File: config.mk
export PLATFORM = sky130hd
export DESIGN_NAME = aes_encrypt_ctrl
export DESIGN_NICKNAME = d
export VERILOG_FILES = /design/src/rtl/aes_pkg.sv /design/src/rtl/aes_encrypt_ctrl.sv
export SDC_FILE = /design/constraint.sdc
export NUM_CORES = 1
export LEC_CHECK = 0
export BUFFER_PORTS_ARGS = -buffer_cell sky130_fd_sc_hd__buf_2
export CAP_MARGIN = 20
export CORE_AREA = 2 2 206 208
export DETAILED_ROUTE_END_ITERATION = 10
export DIE_AREA = 0 0 208 210
export HOLD_SLACK_MARGIN = 0.15
export PLACE_DENSITY_LB_ADDON = 0.2
export SKIP_LAST_GASP = 1
export SLEW_MARGIN = 0
export SYNTH_ARGS = -nofsm -noshare
export SYNTH_HDL_FRONTEND = slang
export SYNTH_SLANG_ARGS = --single-unit
export TNS_END_PERCENT = 30
File: constraint.sdc
create_clock -name clk -period 2.27 [get_ports clk]
set_input_delay 0.227 -clock clk [delete_from_list [all_inputs] [get_ports clk]]
set_output_delay 0.227 -clock clk [all_outputs]
set_load 0.01 [all_outputs]
File: src/rtl/aes_pkg.sv
// Shared encodings for the iterative AES encrypt sequencer: FSM states,
// datapath phase selects and round-counter sizing.
`timescale 1ns/1ps
package aes_pkg;

  typedef enum logic [2:0] {
    ST_IDLE = 3'd0,
    ST_INIT = 3'd1,
    ST_MID  = 3'd2,
    ST_LAST = 3'd3,
    ST_DONE = 3'd4
  } state_e;

  localparam logic [1:0] SEL_NONE = 2'd0;
  localparam logic [1:0] SEL_INIT = 2'd1;
  localparam logic [1:0] SEL_MID  = 2'd2;
  localparam logic [1:0] SEL_LAST = 2'd3;

  localparam int NR_MAX  = 14;
  localparam int ROUND_W = 4;

endpackage

File: src/rtl/aes_encrypt_ctrl.sv
// Sequencer for an iterative AES encrypt datapath: owns the 128-bit state,
// the round index and the phase select, with valid/ready on both ends.
`timescale 1ns/1ps
module aes_encrypt_ctrl
  import aes_pkg::*;
#(
  parameter int nk = 4,
  parameter int nr = 10
) (
  input  logic         clk,
  input  logic         reset,
  input  logic         key_valid,
  input  logic         in_valid,
  output logic         in_ready,
  input  logic [127:0] Message,
  output logic [127:0] dp_state,
  output logic [1:0]   dp_sel,
  output logic [3:0]   dp_round,
  input  logic [127:0] dp_result,
  output logic         out_valid,
  input  logic         out_ready,
  output logic [127:0] cipher,
  output logic         busy
);

  // A key-length/round-count mismatch would walk the wrong key schedule, so
  // such a configuration simply never accepts a message.
  localparam logic CFG_OK = (nr == nk + 6) && (nr <= NR_MAX);
  localparam logic [ROUND_W-1:0] NR_L  = ROUND_W'(nr);
  localparam logic [ROUND_W-1:0] NR_M1 = ROUND_W'(nr - 1);

  state_e               state_q, state_d;
  logic [ROUND_W-1:0]   round_q, round_d;
  logic [127:0]         data_q,  data_d;

  always_ff @(posedge clk or negedge reset) begin
    if (!reset) begin
      state_q <= ST_IDLE;
      round_q <= '0;
      data_q  <= '0;
    end else begin
      state_q <= state_d;
      round_q <= round_d;
      data_q  <= data_d;
    end
  end

  always_comb begin
    state_d   = state_q;
    round_d   = round_q;
    data_d    = data_q;
    in_ready  = 1'b0;
    out_valid = 1'b0;
    busy      = 1'b0;
    dp_sel    = SEL_NONE;
    dp_round  = '0;
    cipher    = '0;

    case (state_q)
      ST_IDLE: begin
        in_ready = key_valid & reset & CFG_OK;
        if (in_valid && in_ready) begin
          data_d  = Message;
          round_d = '0;
          state_d = ST_INIT;
        end
      end

      ST_INIT: begin
        busy     = 1'b1;
        dp_sel   = SEL_INIT;
        dp_round = '0;
        if (!key_valid) begin
          state_d = ST_IDLE;
          data_d  = '0;
          round_d = '0;
        end else begin
          data_d  = dp_result;
          round_d = ROUND_W'(1);
          state_d = ST_MID;
        end
      end

      ST_MID: begin
        busy     = 1'b1;
        dp_sel   = SEL_MID;
        dp_round = round_q;
        if (!key_valid) begin
          state_d = ST_IDLE;
          data_d  = '0;
          round_d = '0;
        end else begin
          data_d = dp_result;
          // >= keeps the counter bounded even if it were ever corrupted
          if (round_q >= NR_M1) begin
            round_d = NR_L;
            state_d = ST_LAST;
          end else begin
            round_d = round_q + ROUND_W'(1);
          end
        end
      end

      ST_LAST: begin
        busy     = 1'b1;
        dp_sel   = SEL_LAST;
        dp_round = NR_L;
        if (!key_valid) begin
          state_d = ST_IDLE;
          data_d  = '0;
          round_d = '0;
        end else begin
          data_d  = dp_result;
          state_d = ST_DONE;
        end
      end

      ST_DONE: begin
        out_valid = 1'b1;
        cipher    = data_q;
        // Completed block is delivered regardless of key_valid; a new block
        // may be taken on the same edge the cipher is consumed.
        in_ready  = key_valid & out_ready & reset & CFG_OK;
        if (out_ready) begin
          if (in_valid && in_ready) begin
            data_d  = Message;
            round_d = '0;
            state_d = ST_INIT;
          end else begin
            round_d = '0;
            state_d = ST_IDLE;
          end
        end
      end

      default: begin
        state_d = ST_IDLE;
        round_d = '0;
        data_d  = '0;
      end
    endcase
  end

  assign dp_state = data_q;

endmodule

==> results of run 1 <==
==> critical path, cell delays in order <==
cell	delay, ps
sky130_fd_sc_hd__dlygate4sd3_1	580
sky130_fd_sc_hd__buf_12	190
sky130_fd_sc_hd__nand3_4	160
sky130_fd_sc_hd__o21ai_4	180
sky130_fd_sc_hd__buf_4	200
sky130_fd_sc_hd__buf_16	200
sky130_fd_sc_hd__a2bb2oi_1	200
sky130_fd_sc_hd__dlygate4sd3_1	590
==> per-stage QoR <==
| step | TNS (ps) | hold WS, ps | setup WS (ps) |
|---|---|---|---|
| 3_3_place_gp | 0 | 86.0 | 448 |
| 3_5_place_dp | 0 | 88.7 | 387 |
| 4_1_cts | 0 | 180 | 41.4 |
| 5_1_grt | -0.239 | 185 | -0.239 |
| 2_1_floorplan | 0 | -68.6 | 631 |
| 6_report | 0 | 225 | 73.8 |
==> layer usage <==
layer | vias up | part of all wire | global-route usage | routed length, um
li1 | 4609 | - | - | -
met1 | 4947 | 0.43 | 0.209 | 17200
met2 | 398 | 0.49 | 0.289 | 19400
met3 | 41 | 0.052 | 0.0372 | 2060
met4 | 0 | 0.025 | 0.0580 | 980
met5 | - | 0 | 0 | 0
==> final cells by class <==
class / instances / area, um2
clock buffer: 25 / 485
fill: 4336 / 27200
clock inverter: 7 / 70.1
sequential: 135 / 3380
inverter: 6 / 22.5
tap: 539 / 674
multi-input combinational: 556 / 3880
timing repair buffer: 817 / 5730
==> flip-flops by register name (all words and copies together), names as in the netlist <==
| register | cells |
|---|---|
| round_q | 4 |
| dp_state | 128 |
| state_q | 3 |
==> repair_timing <==
| action | in CTS | in global routing |
|---|---|---|
| setup buffers | 0 | 8 |
| hold endpoints to repair | 214 | 0 |
| endpoints found under the setup margin | 2 | 127 |
| pin swaps | 0 | 2 |
| gates resized for setup | 1 | 13 |
| cloned | 0 | 3 |
| hold buffers | 257 | 0 |
==> layout by cell type (no fill, tap or decap), types with 3 or more instances in the layout <==
cell type                       synthesis  final
sky130_fd_sc_hd__clkbuf_1              40      5
sky130_fd_sc_hd__clkbuf_16              0     19
sky130_fd_sc_hd__buf_12                 0     14
sky130_fd_sc_hd__nor2_1                 7      7
sky130_fd_sc_hd__buf_4                  2     15
sky130_fd_sc_hd__nand3_1              128    128
sky130_fd_sc_hd__dfrtp_1              135    132
sky130_fd_sc_hd__inv_1                  6      6
sky130_fd_sc_hd__nor3_1                 4      4
sky130_fd_sc_hd__buf_2                 71    524
sky130_fd_sc_hd__buf_6                  2      3
sky130_fd_sc_hd__a2bb2oi_1            128    128
sky130_fd_sc_hd__clkbuf_8               0      3
sky130_fd_sc_hd__ha_1                   3      3
sky130_fd_sc_hd__clkinv_2               0      3
sky130_fd_sc_hd__o31ai_1              128    126
sky130_fd_sc_hd__dlygate4sd3_1          0    257
sky130_fd_sc_hd__and3_1               129    129
sky130_fd_sc_hd__a21oi_1                3      3
==> kinds of logic after synthesis <==
family                     after synthesis  synth area share
DFF                                    135             0.433
buffers and inverters                  123            0.0735
xor gates and xnor gates                 2           0.00225
and+or+nand+nor                        282             0.206
adders and majority gates                3           0.00482
AOI/OAI and AO/OA                      269             0.280
==> power by group <==
group / switching, uW / total [uW] / internal, uW
Combinational: 1260 / 3220 / 1960
Clock: 1160 / 2750 / 1590
Sequential: 569 / 3550 / 2980
==> worst max path at each step <==
stage | from | to | slack [ps] | cells past startpoint
2_1_floorplan | state_q[1] | in_ready | 630 | 6
5_1_grt | state_q[0] | cipher[125] | -0.2 | 5
3_3_place_gp | state_q[0] | out_valid | 450 | 4
4_1_cts | reset | dp_state[41] | 40 | 7
3_5_place_dp | state_q[2] | round_q[0] | 390 | 4
6_report | reset | dp_state[101] | 70 | 8
==> metrics.md, run 1 <==
| Metric | Value |
|---|---|
| Ant. Diodes | 0 |
| Maximum clock insertion buffer count | 2 |
| Max-slew violation count | 0 |
| Final Core Density | 0.343 |
| Critical register-to-register path endpoint | dp_state[101] |
| Synthesized flop and latch total | 135 |
| Min-delay worst type | input port to async pin |
| Number of failing hold endpoints at the final stage | 0 |
| Via total after detailed routing | 9995 |
| Crit share post-route | 0.967 |
| Master cell of the clock root buffer | sky130_fd_sc_hd__clkbuf_16 |
| Share of final-layout standard cells stronger than drive strength 1 | 0.388 |
| Final std cell area, no fill | 14200 um2 |
| Site row count | 75 |
| Maximum number of pins on one net before global-route repair | 94 |
| Combined area of all synthesized cells | 7790 um2 |
| Nets | 1797 |
| Max Fclk | 455 MHz |
| Ports placed on the boundary | ~530 |
| Number of remaining DRC errors | 0 |
| Die Area | between 40000 and 50000 um2 |
| Leftover overflow at the end of global routing | 0 |
| PortBufs | between 500 and 600 |
| Most numerous cell types in the synthesized netlist | sky130_fd_sc_hd__dfrtp_1 (135), sky130_fd_sc_hd__and3_1 (129), sky130_fd_sc_hd__a2bb2oi_1 (128), sky130_fd_sc_hd__nand3_1 (128), sky130_fd_sc_hd__o31ai_1 (128) |
| Vias in the first global route | 9960 |
| Total half-perimeter wirelength after legalization and detailed placement | 24900 um |
| Synth area leaders | sky130_fd_sc_hd__dfrtp_1 (43%), sky130_fd_sc_hd__a2bb2oi_1 (14%), sky130_fd_sc_hd__o31ai_1 (12%), sky130_fd_sc_hd__and3_1 (10%), sky130_fd_sc_hd__nand3_1 (8.2%) |
| Total Wirelength | just under 40000 um |
| Maximum Capacitance Violations | 0 |
| Post-route total power | 9530 uW |
| Synthesized instance count | a little over 800 |
| Largest driver fanout on the critical path | 26 |
| Number of failing setup endpoints in the final timing report | 0 |
| Yosys warns | 0 |
| Clock slew at the register clock pins of the worst setup and hold paths | 60 ps |
| Result of the run | complete, no violations |
| Distinct cell type count of the synthesized netlist | 37 |
| Chip height | 210 um |
| Critical Path Source Type | input port |
| Core area | 41500 um2 |
| Syn_area_per_cell | about 9.6 um2 |
| First drt pass iteration count | 8 |
| Reg-to-reg slack, setup | 90 ps |
| All-Layer GR Usage | 0.169 |
| P per Cell Area | 669 nW/um2 |
| Area after DPL | ~11000 um2 |
| Category of the critical setup timing path | input port to flop |
| Worst-Margin Slew | just under 700 ps |
| CTS sink cnt | 135 |
| Synth Flop Type | sky130_fd_sc_hd__dfrtp_1 |
| Sequential area share after synthesis | 0.433 |
| Post-synth top area cell | sky130_fd_sc_hd__dfrtp_1 |
| Clock latency at the later pin of the worst-skew pair | 440 ps |
| First-pass GRT wire length | 58200 um |
| Synth Net Count | 1078 |
| CTS tree | done |
| Async SR Flop Fraction | 1.00 |
| Number of CTS-inserted buffers | 17 |
| Number of H-tree levels | 4 |
| Worst endpoint data arrival time | 2570 ps |
| Worst Setup End Kind | flop |
| Total leakage power | between 0.007 and 0.008 uW |
| Cell with the most instances after synthesis | sky130_fd_sc_hd__dfrtp_1 |
| Placed cells | 1785 |
| Die Span X | 208 um |
| Average wire length per cell after detail routing | 19.0 um |
| Residual antenna-violating net count after detailed routing | 0 |
| Number of standard cells in the layout, taps in and fillers out | between 2000 and 2500 |
| IR drop worst, VDD | around 0.36 mV |
| Endpoint required time on the critical path | around 2600 ps |
| Initial core utilization | 0.188 |
| Launch instance of the worst register-to-register path | state_q[0] |
| Unrepaired setup endpoints after global routing | true |
| Area delta synth->final | 82.8% |
| Slew Limit Headroom | 0.537 |
| Count of flip-flops with a built-in enable after synthesis | 0 |
| Clk_skew | 16.8 ps |
| Final critical-path required period | 2200 ps |
| Share of Yosys cell area claimed by the top area cell type | 0.433 |
| Initial antenna violation count | 1 |
| Depth of the worst register-to-register path | 7 |
| Number of vias per cell after detailed routing | 4.79 |
| Routability cong. | between 0.8 and 0.9 |
| Iteration-0 DRC count of the detailed router | around 720 |
Power figures use the tool's default switching activity.
==> inputs of run 2 (changes only) <==
--- a/config.mk
+++ b/config.mk
@@ -7,9 +7,9 @@
 export LEC_CHECK = 0
 export BUFFER_PORTS_ARGS = -buffer_cell sky130_fd_sc_hd__buf_2
 export CAP_MARGIN = 20
-export CORE_AREA = 2 2 206 208
+export CORE_AREA = 2 2 202 204
 export DETAILED_ROUTE_END_ITERATION = 10
-export DIE_AREA = 0 0 208 210
+export DIE_AREA = 0 0 204 206
 export HOLD_SLACK_MARGIN = 0.15
 export PLACE_DENSITY_LB_ADDON = 0.2
 export SKIP_LAST_GASP = 1
@@ -17,4 +17,3 @@
 export SYNTH_ARGS = -nofsm -noshare
 export SYNTH_HDL_FRONTEND = slang
 export SYNTH_SLANG_ARGS = --single-unit
-export TNS_END_PERCENT = 30
==> constraint.sdc (replaced) <==
create_clock -name clk -period 1.9 [get_ports clk]
set_input_delay 0.19 -clock clk [delete_from_list [all_inputs] [get_ports clk]]
set_output_delay 0.19 -clock clk [all_outputs]
set_load 0.01 [all_outputs]
==> metrics.md, run 2 (synthesis gave the netlist of run 1 again) <==
| Metric | Value |
|---|---|
| Largest incremental delay on the critical path | 420 ps (-170 ps) |
| Clock latency at the later pin of the worst-skew pair | 440 ps (about the same) |
| Cells traversed along the worst timing path | nor2_4, buf_4, buf_12, buf_16, and3_1, buf_2 |
| Worst Hold Launch | key_valid |
| Area after DPL | 11100 um2 (+1.1%) |
| CTS tree | done |
| Slew Limit Headroom | 0.459 (-0.0784) |
| Share of final-layout standard cells stronger than drive strength 1 | 0.413 (+0.0244) |
| Min-delay worst type | input port to flop |
| Die Span X | 204 um (-1.9%) |
| First-pass GRT wire length | 59000 um (+1.2%) |
| Core area | 40200 um2 (-3.1%) |
| Largest driver fanout on the critical path | 18 (-31%) |
| Launch instance of the worst register-to-register path | state_q[2] |
| Via total after detailed routing | 10200 (+2.2%) |
| Initial antenna violation count | 0 (-1) |
| Cell with the biggest individual delay on the critical path | sky130_fd_sc_hd__dfrtp_2 |
| Maximum clock insertion buffer count | 2 (unchanged) |
| Die Area | 42000 um2 (-3.8%) |
| Nets | 1836 (+2.2%) |
| Total Wirelength | 41700 um (+5.3%) |
| Site row count | 74 (-1.3%) |
| Final critical-path required period | around 2000 ps |
| Initial core utilization | 0.194 (+0.00605) |
| Number of CTS-inserted buffers | 17 (unchanged) |
| IR drop worst, VDD | 0.468 mV (+31%) |
| Category of the critical setup timing path | flop to output pin |
| Worst-Margin Slew | 812 ps (+118 ps) |
| Number of failing setup endpoints in the final timing report | 99 (+99) |
| Total half-perimeter wirelength after legalization and detailed placement | 24400 um (-2.1%) |
| Max-slew violation count | 0 (unchanged) |
| Critical register-to-register path endpoint | dp_state[117] |
| Area delta synth->final | 93.4% |
| Maximum Capacitance Violations | 0 (unchanged) |
| Failing checks | negative setup slack |
| P per Cell Area | 721 nW/um2 (+7.8%) |
| Endpoint required time on the critical path | 1710 ps (-930 ps) |
| Most common library cell in the layout ignoring fill and taps | sky130_fd_sc_hd__buf_2 |
| Vias in the first global route | 9981 (+0.21%) |
| Crit path setup slack, layout | -46.0 ps (-120 ps) |
| Master cell of the clock root buffer | sky130_fd_sc_hd__clkbuf_16 |
| CTS sink cnt | 135 (unchanged) |
| Number of failing hold endpoints at the final stage | 0 (unchanged) |
| Worst Hold Depth | 3 |
| Number of H-tree levels | 4 (unchanged) |
| Number of vias per cell after detailed routing | 4.83 (+0.75%) |
| Max Fclk | 514 MHz |
| First drt pass iteration count | 7 (-1) |
| Endpoint of the worst hold-timing path | round_q[3] |
| Crit share post-route | 1.02 |
| Ant. Diodes | 0 (unchanged) |
| Total leakage power | 0.00749 uW (+6.0%) |
| PortBufs | 525 (unchanged) |
| Routability cong. | 0.813 (+1.5%) |
| Post-route total power | 10900 uW (+14%) |
| Unrepaired setup endpoints after global routing | true |
| Critical Path Source Type | flop |
| Final Core Density | 0.375 (+0.0317) |
| Iteration-0 DRC count of the detailed router | 667 (-7.9%) |
| Worst Setup End Kind | output pin |
| Depth of the worst register-to-register path | 6 (-1) |
| Maximum number of pins on one net before global-route repair | 136 (+45%) |
| Reg-to-reg slack, setup | 120 ps (+30 ps) |
| Average wire length per cell after detail routing | 19.7 um (+3.8%) |
| Final std cell area, no fill | 15100 um2 (+5.8%) |
| Sum of negative setup slack | -1790 ps (-1790 ps) |
| Clock slew at the register clock pins of the worst setup and hold paths | 60 ps (about the same) |
| Worst endpoint data arrival time | 1760 ps (-810 ps) |
| Ports placed on the boundary | 526 (unchanged) |
| Largest register FFs | 128 (unchanged) |
| Chip height | 206 um (-1.9%) |
| All-Layer GR Usage | 0.182 (+0.0136) |
| Residual antenna-violating net count after detailed routing | 0 (unchanged) |
| Number of remaining DRC errors | 0 (unchanged) |
| Result of the run | finished with violations |
| Leftover overflow at the end of global routing | 0 (unchanged) |
| Clk_skew | 4.75 ps (-12.0 ps) |
| Most frequent cells in the layout | sky130_fd_sc_hd__buf_2 (513), sky130_fd_sc_hd__dlygate4sd3_1 (257), sky130_fd_sc_hd__dfrtp_1 (132) |
==> run 2: changes by cell type in the layout (fill, tap and decap cells not counted), moves of 4 or more <==
cell / delta
sky130_fd_sc_hd__buf_4: +17
sky130_fd_sc_hd__and3_1: -11
sky130_fd_sc_hd__and3_4: +11
sky130_fd_sc_hd__buf_2: -11
sky130_fd_sc_hd__buf_6: +11
sky130_fd_sc_hd__buf_16: +7
sky130_fd_sc_hd__bufbuf_16: +5
sky130_fd_sc_hd__buf_12: +4
==> run 2: cell type report <==
cell class | instances | area [um2]
Clock buffer | 23 | 488
Inverter | 6 | 22.5
Timing Repair Buffer | 856 | 6480
Fill cell | 4014 | 25100
Clock inverter | 7 | 95.1
Sequential cell | 135 | 3380
Multi-Input combinational cell | 556 | 3940
Tap cell | 532 | 666
==> run 2: critical path: cells and delay by family, from the launching register on <==
family                 cells  cell delay (ps)
DFF                        1              420
and+or+nand+nor            2              290
buffers and inverters      4              590
==> run 2: per-stage QoR <==
| step | worst slack (ps) | hold WS (ps) | instances |
|---|---|---|---|
| floorplan | 298 | -106 | 814 |
| global placement | 261 | 410 | 1788 |
| detailed placement | 233 | 412 | 1788 |
| CTS | -118 | 202 | 2105 |
| global route | -148 | 228 | 2115 |
| finish | -46.0 | 242 | 2115 |
==> run 2: per-layer routing <==
layer,vias to the layer above,part of all wire,global-route usage
li1,4685,-,-
met1,4956,0.42,0.228
met2,509,0.49,0.315
met3,65,0.064,0.0350
met4,0,0.023,0.0590
met5,-,0,0
==> run 2: worst max path at each step <==
stage	startpoint	end	slack, ps
after floorplan	state_q[1]	in_ready	300
after global placement	state_q[2]	in_ready	260
after detailed placement	state_q[1]	cipher[25]	230
after CTS	state_q[0]	cipher[82]	-120
after global routing	state_q[1]	cipher[127]	-150
final	state_q[1]	cipher[19]	-50
==> run 2: power by group <==
group | internal (uW) | leakage, uW | switching [uW]
Sequential | 3570 | 0.00153 | 701
Clock | 2060 | 0.000273 | 1360
Combinational | 1780 | 0.00568 | 1400
==> run 2: timing repair <==
item,4_1_cts,5_1_grt
hold endpoints to repair,263,0
hold buffers,257,0
pin swaps,5,3
resized for setup,19,29
buffers inserted,21,3
setup endpoints to repair,131,131
cloned,11,7
==> inputs of run 3 (changes only) <==
--- a/config.mk
+++ b/config.mk
@@ -7,9 +7,9 @@
 export LEC_CHECK = 0
 export BUFFER_PORTS_ARGS = -buffer_cell sky130_fd_sc_hd__buf_2
 export CAP_MARGIN = 20
-export CORE_AREA = 2 2 202 204
+export CORE_AREA = 2 2 203 205
 export DETAILED_ROUTE_END_ITERATION = 10
-export DIE_AREA = 0 0 204 206
+export DIE_AREA = 0 0 205 207
 export HOLD_SLACK_MARGIN = 0.15
 export PLACE_DENSITY_LB_ADDON = 0.2
 export SKIP_LAST_GASP = 1
==> constraint.sdc (replaced) <==
create_clock -name clk -period 1.8 [get_ports clk]
set_input_delay 0.18 -clock clk [delete_from_list [all_inputs] [get_ports clk]]
set_output_delay 0.18 -clock clk [all_outputs]
set_load 0.01 [all_outputs]
==> metrics.md, run 3 (synthesis gave the netlist of run 1 again) <==
| Metric | Value |
|---|---|
| Max Fclk | 507 MHz |
| Chip height | 207 um (+0.49%) |
| Number of CTS-inserted buffers | 17 (unchanged) |
| Share of power burned in the clock network | 0.327 (+0.012) |
| Clk_skew | 6.90 ps (+2.15 ps) |
| Routability cong. | 0.785 (-3.5%) |
| Die Area | 42400 um2 (+0.98%) |
| Cell with the biggest individual delay on the critical path | sky130_fd_sc_hd__dfrtp_2 |
| Failing checks | negative setup slack |
| First-pass GRT wire length | 59800 um (+1.5%) |
| Largest driver fanout on the critical path | 9 (-9) |
| Crit share post-route | 1.10 |
| Iteration-0 DRC count of the detailed router | 684 (+2.5%) |
| Total Wirelength | 40600 um (-2.6%) |
| Critical Path Source Type | flop |
| Core area | 40400 um2 (+0.46%) |
| IR drop worst, VDD | 0.510 mV (+9.0%) |
| Crit path setup slack, layout | -172 ps (-126 ps) |
| Clock slew at the register clock pins of the worst setup and hold paths | 60 ps (about the same) |
| Seq pwr share | 0.386 (-0.007) |
| Master cell of the clock root buffer | sky130_fd_sc_hd__clkbuf_16 |
| Maximum Capacitance Violations | 0 (unchanged) |
| Number of remaining DRC errors | 0 (unchanged) |
| Initial antenna violation count | 1 (+1) |
| Min-delay worst type | input port to flop |
| Average wire length per cell after detail routing | 19.2 um (-2.6%) |
| Category of the critical setup timing path | flop to output pin |
| Combined flip-flop and latch cell area | 3380 um2 (about the same) |
| Maximum number of pins on one net before global-route repair | 136 (unchanged) |
| Internal power contribution | 8020 uW (+8.4%) |
| Slew Limit Headroom | 0.445 (-0.0133) |
| Total leakage power | 0.00750 uW (+0.21%) |
| Setup Slack @ Placement | 131 ps (-102 ps) |
| Final Core Density | 0.372 (-0.00315) |
| Endpoint required time on the critical path | 1620 ps (-90 ps) |
| Worst path buffer plus inverter count | 4 (unchanged) |
| PortBufs | 525 (unchanged) |
| P per Cell Area | 774 nW/um2 (+7.4%) |
| First drt pass iteration count | 5 (-2) |
| Site row count | 74 (unchanged) |
| Multi-input gate area in the final layout | 3910 um2 (-0.86%) |
| Vias in the first global route | 10400 (+3.7%) |
| Number of H-tree levels | 4 (unchanged) |
| Worst Setup End Kind | output pin |
| Via total after detailed routing | 10100 (-0.79%) |
| Residual antenna-violating net count after detailed routing | 0 (unchanged) |
| Maximum clock insertion buffer count | 2 (unchanged) |
| Total of fill cells in the finished design | 4087 (+1.8%) |
| Max-slew violation count | 0 (unchanged) |
| CTS tree | done |
| CTS sink cnt | 135 (unchanged) |
| Leftover overflow at the end of global routing | 0 (unchanged) |
| Unrepaired setup endpoints after global routing | true |
| Nets | 1836 (unchanged) |
| Cells traversed along the worst timing path | nor2_4, buf_12, buf_4, buf_16, and3_1, buf_2 |
| Result of the run | finished with violations |
| Sw frac | 0.310 (-0.00901) |
| Number of failing hold endpoints at the final stage | 0 (unchanged) |
| Die Span X | 205 um (+0.49%) |
| Largest register FFs | 128 (unchanged) |
| Worst-Margin Slew | 832 ps (+19.9 ps) |
| Number of failing setup endpoints in the final timing report | 117 (+18%) |
| All-Layer GR Usage | 0.179 (-0.00304) |
| Power dissipated by switching net loads | 3600 uW (+4.0%) |
| Area delta synth->final | 92.7% |
| Most common library cell in the layout ignoring fill and taps | sky130_fd_sc_hd__buf_2 |
| Ports placed on the boundary | 526 (unchanged) |
| Initial core utilization | 0.193 (-0.000890) |
| Largest incremental delay on the critical path | 440 ps (+20 ps) |
| Placed cells | 1794 (+0.34%) |
| Final critical-path required period | 1970 ps |
| Worst endpoint data arrival time | 1790 ps (+30 ps) |
| Total half-perimeter wirelength after legalization and detailed placement | 24600 um (+0.74%) |
| Most frequent cells in the layout | sky130_fd_sc_hd__buf_2 (519), sky130_fd_sc_hd__dlygate4sd3_1 (257), sky130_fd_sc_hd__dfrtp_1 (133) |
| Share of final-layout standard cells stronger than drive strength 1 | 0.407 (-0.00569) |
| Cell class contributing the biggest share of worst-path delay | buffers and inverters |
| Gate power share | 0.287 (-0.005) |
| Clock latency at the later pin of the worst-skew pair | 440 ps (about the same) |
| Sum of negative setup slack | -11380 ps (-9590 ps) |
| Number of vias per cell after detailed routing | 4.79 (-0.84%) |
| Number of standard cells in the layout, taps in and fillers out | 2116 (+0.047%) |
run 3: cell types whose count changed in the layout (fill, tap and decap cells not counted), moves of 4 or more:
| cell | before | now |
|---|---|---|
| sky130_fd_sc_hd__buf_6 | 14 | 5 |
| sky130_fd_sc_hd__and3_1 | 118 | 127 |
| sky130_fd_sc_hd__and3_4 | 11 | 2 |
| sky130_fd_sc_hd__buf_12 | 18 | 26 |
| sky130_fd_sc_hd__buf_2 | 513 | 519 |
| sky130_fd_sc_hd__clkinvlp_4 | 4 | 0 |
run 3: worst reg2reg max path, delay by kind of cell, from the launching register on:
kind | cells | cell delay (ps)
DFF | 1 | 520
and+or+nand+nor | 1 | 160
buffers and inverters | 3 | 520
AOI/OAI and AO/OA | 2 | 410
run 3: path summary, 6_finish.rpt:
check                             start           end  slack (ps)  cells after the start
min                           key_valid    round_q[3]         240                      3
max reg2reg                  state_q[2]  dp_state[40]          90                      6
min reg2reg                dp_state[41]  dp_state[41]         560                      1
max in group asynchronous         reset  dp_state[18]         640                      3
max                          state_q[0]    cipher[32]        -170                      6
min in group asynchronous         reset  dp_state[77]         520                      3
run 3: metrics by stage:
step	total power, uW	hold slack, ps	cell area, um2
floorplan	5670	-116	7790
global placement	7290	430	11200
detailed placement	7290	436	11200
CTS	11800	205	14800
global route	12200	243	15000
finish	11600	243	15000
run 3: cell type report:
| class | instances | area share |
|---|---|---|
| diodes | 1 | 0.000167 |
| inverters | 6 | 0.00150 |
| multi-input cells | 556 | 0.260 |
| repair buffers | 856 | 0.428 |
| clock inverters | 8 | 0.00983 |
| well taps | 532 | 0.0443 |
| flip-flops and latches | 135 | 0.225 |
| clock buffers | 22 | 0.0309 |
run 3: timing repair:
action                                  CTS  global route
endpoints found under the setup margin  134           141
resized for setup                        16            17
hold buffers                            257             0
gates cloned                              8             5
pin swaps                                 0             3
setup buffers                            13            10
endpoints found under the hold margin   263             0
run 3: routing by layer:
metal | part of all wire | up-vias | global-route usage
met5 | 0 | - | 0
met4 | 0.015 | 0 | 0.0439
met3 | 0.060 | 38 | 0.0349
met2 | 0.51 | 426 | 0.318
met1 | 0.42 | 4973 | 0.221
li1 | - | 4697 | -
run 3: power by group through the flow:
stage / logic (uW) / registers [uW] / clock network [uW]
after floorplan: 1050 / 4620 / 0
after global routing: 3590 / 4560 / 4070
final: 3340 / 4480 / 3810
after detailed placement: 2800 / 4490 / 0
after global placement: 2780 / 4510 / 0
after CTS: 3320 / 4470 / 3970
